==> config.mk <==
export PLATFORM = sky130hd
export DESIGN_NAME = firebird7_in_gate1_hdspsr_trim_apply_seq
export DESIGN_NICKNAME = d
export VERILOG_FILES = /design/src/rtl/firebird7_in_gate1_hdspsr_trim_apply_seq.sv
export SDC_FILE = /design/constraint.sdc
export NUM_CORES = 1
export LEC_CHECK = 0
export CAP_MARGIN = 20
export CORE_UTILIZATION = 57
export DETAILED_ROUTE_END_ITERATION = 10
export GPL_TIMING_DRIVEN = 0
export MAX_ROUTING_LAYER = met4
export PLACE_DENSITY_LB_ADDON = 0.2
export SETUP_SLACK_MARGIN = 0.15
export SYNTH_ARGS = -nofsm -noshare
export SYNTH_HDL_FRONTEND = slang
export SYNTH_SLANG_ARGS = --single-unit
==> constraint.sdc <==
create_clock -name ijtag_tck -period 6.9 [get_ports ijtag_tck]
set_input_delay 0.69 -clock ijtag_tck [delete_from_list [all_inputs] [get_ports ijtag_tck]]
set_output_delay 0.69 -clock ijtag_tck [all_outputs]
set_load 0.01 [all_outputs]
==> src/rtl/firebird7_in_gate1_hdspsr_trim_apply_seq.sv <==
// firebird7_in_gate1_hdspsr_trim_apply_seq: merges TDR override and fuse trim, then applies changes to the
// hdspsr array behind a hold/setup/apply/hold handshake so trim never moves under an active access.
module firebird7_in_gate1_hdspsr_trim_apply_seq #(
  parameter int                 TRIM_W       = 19,
  parameter logic [TRIM_W-1:0]  SAFE_TRIM    = '0,
  parameter int                 SETUP_CYC    = 2,
  parameter int                 HOLD_CYC     = 2,
  parameter int                 IDLE_TIMEOUT = 64,
  parameter int                 CNT_W        = 8
) (
  input  logic              ijtag_tck,
  input  logic              ijtag_reset,
  input  logic              ovrd_en,
  input  logic [TRIM_W-1:0] ovrd_trim,
  input  logic [TRIM_W-1:0] fuse_trim,
  input  logic              fuse_valid,
  input  logic              array_idle,
  output logic              trim_hold,
  output logic [TRIM_W-1:0] trim_out,
  output logic              trim_src,
  output logic              trim_busy,
  output logic              trim_update_done,
  output logic              timeout_err,
  output logic [CNT_W-1:0]  apply_count
);
  localparam int TMO_W = IDLE_TIMEOUT > 1 ? $clog2(IDLE_TIMEOUT) : 1;
  localparam logic [TMO_W-1:0] TMO_LAST = TMO_W'(IDLE_TIMEOUT == 0 ? 0 : IDLE_TIMEOUT - 1);
  typedef enum logic [2:0] {IDLE, WAIT_IDLE, SETUP, APPLY, HOLD} state_t;
  state_t            state_q, state_d;
  logic              ovrd_en_q, fuse_valid_q;
  logic [TRIM_W-1:0] ovrd_trim_q, fuse_trim_q;
  logic [TRIM_W-1:0] pend_q, pend_d, trim_out_q, trim_out_d, target;
  logic              pend_src_q, pend_src_d, trim_src_q, trim_src_d, tgt_src;
  logic              hold_q, hold_d, busy_q, busy_d, done_q, done_d, err_q, err_d;
  logic [3:0]        cnt_q, cnt_d;
  logic [TMO_W-1:0]  tmo_q, tmo_d;
  logic [CNT_W-1:0]  count_q, count_d;
  logic              tmo_hit;
  assign target  = ovrd_en_q ? ovrd_trim_q : fuse_valid_q ? fuse_trim_q : SAFE_TRIM;
  assign tgt_src = ovrd_en_q;
  assign tmo_hit = (IDLE_TIMEOUT != 0) && (tmo_q == TMO_LAST);
  always_comb begin
    state_d    = state_q;
    cnt_d      = cnt_q;
    tmo_d      = tmo_q;
    pend_d     = pend_q;
    pend_src_d = pend_src_q;
    trim_out_d = trim_out_q;
    trim_src_d = trim_src_q;
    hold_d     = hold_q;
    busy_d     = busy_q;
    done_d     = 1'b0;
    err_d      = err_q;
    count_d    = count_q;
    case (state_q)
      IDLE:
        if ({tgt_src, target} != {trim_src_q, trim_out_q}) begin
          state_d    = WAIT_IDLE;
          pend_d     = target;
          pend_src_d = tgt_src;
          busy_d     = 1'b1;
          tmo_d      = '0;
        end
      WAIT_IDLE:
        if (array_idle || tmo_hit) begin
          state_d = SETUP;
          hold_d  = 1'b1;
          cnt_d   = 4'(SETUP_CYC);
          err_d   = err_q | ~array_idle;
        end else begin
          tmo_d = tmo_q + 1'b1;
        end
      SETUP:
        if (cnt_q == 4'd1) state_d = APPLY;
        else cnt_d = cnt_q - 1'b1;
      APPLY: begin
        trim_out_d = pend_q;
        trim_src_d = pend_src_q;
        cnt_d      = 4'(HOLD_CYC);
        state_d    = HOLD;
      end
      HOLD:
        if (cnt_q == 4'd1) begin
          state_d = IDLE;
          hold_d  = 1'b0;
          busy_d  = 1'b0;
          done_d  = 1'b1;
          count_d = &count_q ? count_q : count_q + 1'b1;
        end else begin
          cnt_d = cnt_q - 1'b1;
        end
      default: state_d = IDLE;
    endcase
  end
  always_ff @(posedge ijtag_tck or negedge ijtag_reset) begin
    if (!ijtag_reset) begin
      ovrd_en_q    <= 1'b0;
      ovrd_trim_q  <= '0;
      fuse_trim_q  <= '0;
      fuse_valid_q <= 1'b0;
      state_q      <= IDLE;
      cnt_q        <= '0;
      tmo_q        <= '0;
      pend_q       <= SAFE_TRIM;
      pend_src_q   <= 1'b0;
      trim_out_q   <= SAFE_TRIM;
      trim_src_q   <= 1'b0;
      hold_q       <= 1'b0;
      busy_q       <= 1'b0;
      done_q       <= 1'b0;
      err_q        <= 1'b0;
      count_q      <= '0;
    end else begin
      ovrd_en_q    <= ovrd_en;
      ovrd_trim_q  <= ovrd_trim;
      fuse_trim_q  <= fuse_trim;
      fuse_valid_q <= fuse_valid;
      state_q      <= state_d;
      cnt_q        <= cnt_d;
      tmo_q        <= tmo_d;
      pend_q       <= pend_d;
      pend_src_q   <= pend_src_d;
      trim_out_q   <= trim_out_d;
      trim_src_q   <= trim_src_d;
      hold_q       <= hold_d;
      busy_q       <= busy_d;
      done_q       <= done_d;
      err_q        <= err_d;
      count_q      <= count_d;
    end
  end
  assign trim_hold        = hold_q;
  assign trim_out         = trim_out_q;
  assign trim_src         = trim_src_q;
  assign trim_busy        = busy_q;
  assign trim_update_done = done_q;
  assign timeout_err      = err_q;
  assign apply_count      = count_q;
endmodule

==> metrics.csv, run 1 <==
metric;value;unit
status;completed;
Sw Ratio;34.2;%
maximum VDD drop;224;uV
n_diodes;0;
IO Count;75;
die height;91.0;um
Yosys warning count;0;
Post-Synth XOR/XNOR Area;3.30;%
CTS Buf Count;9;
Reg clk slew, reported paths;90;ps
GRT Util Overall;26.9;%
synth top area cells;dfrtp_1 (58%), mux2_2 (4.7%), o21ai_0 (2.5%);
vias in the first global route;3395;
Post-synth top flop;dfrtp_1;
die area;0.00828;mm^2
top routing layer used;met4;
first-pass detailed-route iteration total;4;
mapped cell area;0.00452;mm^2
number of clock sinks;105;
routability cong.;0.831;
CTS tree;yes;
first-pass GRT wire length;16500;um
Buf/Inv on CP;4;
Fin. Hold Viols;0;
CTS Root Cell;clkbuf_8;
unrepaired setup endpoints after global routing;false;
filler instances;583;
final setup fails;0;
Horiz. Die Dim;91.0;um
P_sw;0.000734;W
mux share of post-synthesis cell area;6.84;%
number of distinct library cells after synthesis;54;
sequential share of power;42.4;%
commonest non-fill, non-tap cells in the layout;dfrtp_1 (105), clkdlybuf4s50_1 (73), nand2_1 (26);
starting density of the core;58.7;%
dpl hpwl;7180;um
final worst-path cycle share;42.7;%
Critical Path RT;7160;ps
Worst path most repeated cell;buf_2;
slowest stage delay, CP;480;ps
I/O Buffers;74;
worst skew pair latency;360;ps
Worst path slowest cell;nor3_1;
non-filler cells in the finished layout;576;
largest net degree at the start of global routing;55;
largest area contributor in the netlist;dfrtp_1;
hold buffers post-CTS;0;
First DRT Iteration DRCs;180;
wire length on met1;4140;um
area occupied by multi-input gates;0.00174;mm^2
Clock Tree Buf Depth;2;
Gate power share;38.2;%
Post-Synthesis Net Count;430;
area grow syn2layout;24.7;%
Synth Area in Simple Gates;12.6;%
CP Launch Type;flop;
max frequency;340;MHz
setup TNS;0;ps
Slew HR;37.1;%
Setup Buffers After CTS;0;
vias;3343;
Internal Power;0.00141;W
met2 wire len;5080;um
share of cells above drive strength 1;11.6;%
adder-cell share of the synthesized area;1.11;%
post-CTS sizing;0;
Crit path max-delay family;buffers and inverters;
worst path cell trace;buf_2, buf_2, buf_1, nand2_1, o21ai_0, xor2_1, nor3_1, a31oi_4, buf_6, mux2_4;
Max Cap Viol;0;
dpl cells;560;
Worst Skew;12.1;ps
worst min path class;input port to async pin;
Residual DRC;0;
Min Clock Period, post-route;2940;ps
Routed WL per cell;17.0;um
Yosys top cell area share;58.2;%
pwr dens;381;mW/mm^2
post-synthesis compound-gate area fraction;14.8;%
crit path DAT;3200;ps
Mapped Avg Cell Area;11.8;um^2
H-tree depth;3;
CP Capture Type;flop;
crit path max fanout;10;
Max Transition Viols Final;0;
ys async rst share;100;%
core area;0.00769;mm^2
sequential area share after synthesis;58.2;%
grt ovf;0;
antenna viol nets, final;0;
leakage;2.47;nW
Layout Nets;516;
initial antenna violation count;0;
vias per std cell;5.80;
Seq cells post-synth;105;
cell row count;32;
Post-synth EDFFs;0;
largest family of logic cells by synthesized area;compound AO/OA/AOI/OAI gates;
met3 WL;360;um
Syn Inst Count;383;
Worst Setup Path Type;flop to flop;
Tightest Pin Transition;938;ps
clock share of power;19.4;%
FF/Latch Area;0.00263;mm^2
commonest non-fill, non-tap cell in the layout;dfrtp_1;
total wire length;9810;um
==> power groups by stage <==
stage / registers [W] / logic [W] / clock network (W)
final: 0.000909 / 0.000820 / 0.000416
after global routing: 0.000930 / 0.000896 / 0.000447
after CTS: 0.000908 / 0.000822 / 0.000421
after detailed placement: 0.000918 / 0.000815 / 0
after global placement: 0.000909 / 0.000791 / 0
after floorplan: 0.000907 / 0.000513 / 0
==> cell usage after synthesis, types with 4 or more instances <==
library cell,n
and3_1,4
a2bb2oi_1,10
nor2_1,21
nand3_1,8
a21oi_1,14
xnor2_1,10
a22oi_1,5
clkbuf_1,8
o21ai_0,23
xor2_1,7
dfrtp_1,105
nor3_1,4
nand4_1,8
mux2_2,19
nand3b_1,4
nand2_1,26
nand2b_1,12
a221oi_1,11
ha_1,4
mux2i_1,5
inv_1,17
buf_2,7
==> layer usage <==
| metal | track usage [%] | vias up |
|---|---|---|
| li1 | - | 1553 |
| met4 | 11.1 | 0 |
| met1 | 32.6 | 1684 |
| met2 | 45.4 | 87 |
| met5 | - | - |
| met3 | 4.27 | 19 |
==> per-stage QoR <==
stage / hold WS [ps] / util [%] / power [W] / area, um^2 / setup WS [ps]
floorplan: 394 / - / 0.00142 / 4520 / 4390
global placement: 464 / 70.0 / 0.00170 / 5380 / 1390
detailed placement: 472 / 70.4 / 0.00173 / 5410 / 3980
CTS: 376 / 73.2 / 0.00215 / 5630 / 3960
global route: 405 / 73.2 / 0.00227 / 5630 / 3750
finish: 350 / 73.2 / 0.00214 / 5630 / 3960
==> state kept, by name, indices dropped and copies added (netlist names) <==
register / count
timeout_err: 1
trim_src: 1
ovrd_en_q: 1
trim_update_done: 1
trim_hold: 1
pend_q: 19
state_q: 3
cnt_q: 4
apply_count: 8
fuse_trim_q: 19
fuse_valid_q: 1
trim_out: 19
pend_src_q: 1
trim_busy: 1
tmo_q: 6
ovrd_trim_q: 19
==> kinds of logic after synthesis <==
family / count (synthesis)
xor+xnor: 17
mux: 27
fa+ha+maj: 4
simple gates: 106
flops: 105
buf+inv: 34
compound gates: 90
==> final cells by class <==
type / instances / area share (%)
Multi-Input combinational cell: 244 / 31.0
Clock inverter: 5 / 1.40
Buffer: 17 / 1.42
Inverter: 17 / 1.13
Timing Repair Buffer: 75 / 13.6
Sequential cell: 105 / 46.7
Clock buffer: 11 / 2.51
Tap cell: 102 / 2.27
==> final timing paths <==
path	startpoint	endpoint	slack [ps]	depth (start not counted)
min in group ijtag_tck	trim_busy	trim_busy	490	1
hold reg to reg	trim_busy	trim_busy	490	1
max in group asynchronous	ijtag_reset	pend_q[7]	5860	2
setup / recovery	ovrd_en_q	pend_q[14]	3960	10
setup reg to reg	ovrd_en_q	pend_q[14]	3960	10
hold / removal	ijtag_reset	pend_q[3]	350	1
==> worst reg2reg max path: stages, from the launching register on <==
cell and delay, ps:
dfrtp_1 370, buf_2 210, buf_2 280, buf_1 380, nand2_1 80, o21ai_0 140, xor2_1 110, nor3_1 480
a31oi_4 240, buf_6 220, mux2_4 310
Note: power is estimated with default switching activity, not from simulation.
==> run 2, diff against run 1 <==
- CORE_UTILIZATION: 57 -> 53
- clock period: 6.9 -> 2.92 ns (I/O delays scaled with it)
==> run 2 against run 1 <==
Effect of this change:
- global-route usage fell by 1.6 points
- wire length rose by 0.91%
- fmax rose by 11%
- worst hold slack got worse by 9.2 ps
- sequential share of layout area fell by 0.15 points
- clock-buffer cell count fell by 2
- die area rose by 7.4%
- flip-flop and latch count did not move
- final cell count rose by 0.69%
- largest power group unchanged
==> metrics.csv, run 2 (synthesis gave the netlist of run 1 again) <==
metric;value;unit;change
status;completed;;
Tightest Pin Transition;922;ps;-15.7 ps
Clock Tree Buf Depth;2;;unchanged
Worst Skew;12.2;ps;+0.0755 ps
Hold Path Sink;fuse_trim_q[5];;
first-pass GRT wire length;16300;um;-1.4%
IO Count;75;;unchanged
I/O Buffers;74;;unchanged
Global Route met1 Usage;32.1;%;-0.44 points
busiest metal layer after global routing;met2;;
CP Launch Type;flop;;
Routed WL per cell;17.1;um;+0.21%
pwr dens;890;mW/mm^2;+130%
max frequency;376;MHz;+11%
H-tree depth;3;;unchanged
GRT Util Overall;25.3;%;-1.6 points
total wire length;9900;um;+0.91%
GR Layer Usage met2;41.4;%;-4.0 points
worst flop-to-flop path endpoint;pend_q[18];;
starting density of the core;55.0;%;-3.8 points
CTS Root Cell;clkbuf_8;;
Critical Path RT;3180;ps;-3980 ps
n_diodes;0;;unchanged
share of cells above drive strength 1;12.6;%;+1.0 points
worst skew pair latency;380;ps;+20 ps
Horiz. Die Dim;94.3;um;+3.6%
Slew HR;38.1;%;+1.1 points
commonest non-fill, non-tap cells in the layout;dfrtp_1 (104), clkdlybuf4s50_1 (73), nand2_1 (26);;
number of clock sinks;105;;unchanged
first-pass detailed-route iteration total;5;;+1
CTS Buf Count;9;;unchanged
die height;94.3;um;+3.6%
Fin. Hold Viols;0;;unchanged
area occupied by multi-input gates;0.00177;mm^2;+1.2%
FF-to-FF Start;trim_out[4];;
leakage;2.47;nW;-0.11%
core area;0.00822;mm^2;+6.9%
dpl hpwl;7090;um;-1.3%
vias in the first global route;3353;;-1.2%
Layout Nets;517;;+0.19%
First DRT Iteration DRCs;121;;-33%
total power;0.00503;W;+130%
largest net degree at the start of global routing;63;;+15%
antenna viol nets, final;0;;unchanged
register-to-register setup slack;260;ps;-3700 ps
final worst-path cycle share;91.0;%;+48 points
Residual DRC;0;;unchanged
unrepaired setup endpoints after global routing;false;;
crit path max fanout;10;;unchanged
Max Transition Viols Final;0;;unchanged
setup TNS;0;ps;unchanged
filler instances;618;;+6.0%
die area;0.00889;mm^2;+7.4%
maximum VDD drop;491;uV;+120%
final setup fails;0;;unchanged
area grow syn2layout;25.1;%;
Final Util;68.8;%;-4.5 points
origin of the worst min-delay path;fuse_trim[5];;
initial antenna violation count;0;;unchanged
vias;3321;;-0.66%
vias per std cell;5.73;;-1.3%
worst min path class;input port to flop;;
cell row count;33;;+3.1%
hold path cells;1;;
M3 GR Usage;3.07;%;-1.2 points
CTS tree;yes;;
Worst Setup Path Type;flop to flop;;
routability cong.;0.832;;about the same
FF/Latch Area;0.00263;mm^2;about the same
grt ovf;0;;unchanged
Min Clock Period, post-route;2660;ps;-285 ps
Reg clk slew, reported paths;100;ps;about the same
crit path DAT;2920;ps;-280 ps
CP Capture Type;flop;;
Max Cap Viol;0;;unchanged
commonest non-fill, non-tap cell in the layout;dfrtp_1;;
Reg2Reg Depth;7;;-3
==> run 2: worst max-delay path, cell delays in order (launching register included) <==
cell,delay (ps)
dfrtp_2,470
xor2_1,190
a221o_1,270
or4_4,530
a221oi_4,380
a31oi_4,180
buf_6,210
mux2_4,300
==> run 2: routing by layer <==
layer,share of wire [%],vias up
met1,43,1661
li1,-,1559
met5,0,-
met4,1.6,0
met2,51,90
met3,3.9,11
==> run 2: final cells by class <==
type / count / share of cell area, %
sequential: 105 / 46.5
multi-input combinational: 244 / 31.2
timing repair buffer: 76 / 13.7
tap: 105 / 2.33
clock buffer: 9 / 2.19
buffer: 17 / 1.48
clock inverter: 7 / 1.37
inverter: 17 / 1.13
==> run 2: timing repair <==
action | in CTS | in global routing
resized for setup | 1 | 7
setup buffers | 0 | 0
endpoints found under the hold margin | 43 | 0
endpoints found under the setup margin | 15 | 26
pin swaps | 0 | 2
hold buffers | 1 | 0
==> run 2: how the worst max path moves through the flow <==
stage,slack [ps],depth (start not counted),from,end
after floorplan,410,8,cnt_q[1],apply_count[6]
after global placement,-2270,1,ijtag_reset,fuse_trim_q[1]
after detailed placement,40,10,ovrd_en_q,pend_q[14]
after CTS,160,9,fuse_valid_q,pend_q[14]
after global routing,150,10,ovrd_en_q,pend_q[14]
final,260,7,trim_out[4],pend_q[18]
==> run 2: power by group <==
group	total (W)	switching, W	internal [W]
sequential	0.00215	0.000329	0.00183
combinational	0.00197	0.000959	0.00101
clock	0.000908	0.000504	0.000404
total	0.00503	0.00179	0.00324
==> run 2: stage by stage <==
stage               hold slack [ps]  cells  setup WS, ps  instance area [um^2]
floorplan                     -3.59    383           412                  4520
global placement                457    562         -2270                  5390
detailed placement              317    563          37.1                  5410
CTS                             334    580           156                  5630
global route                    338    580           150                  5650
finish                          341    580           262                  5650
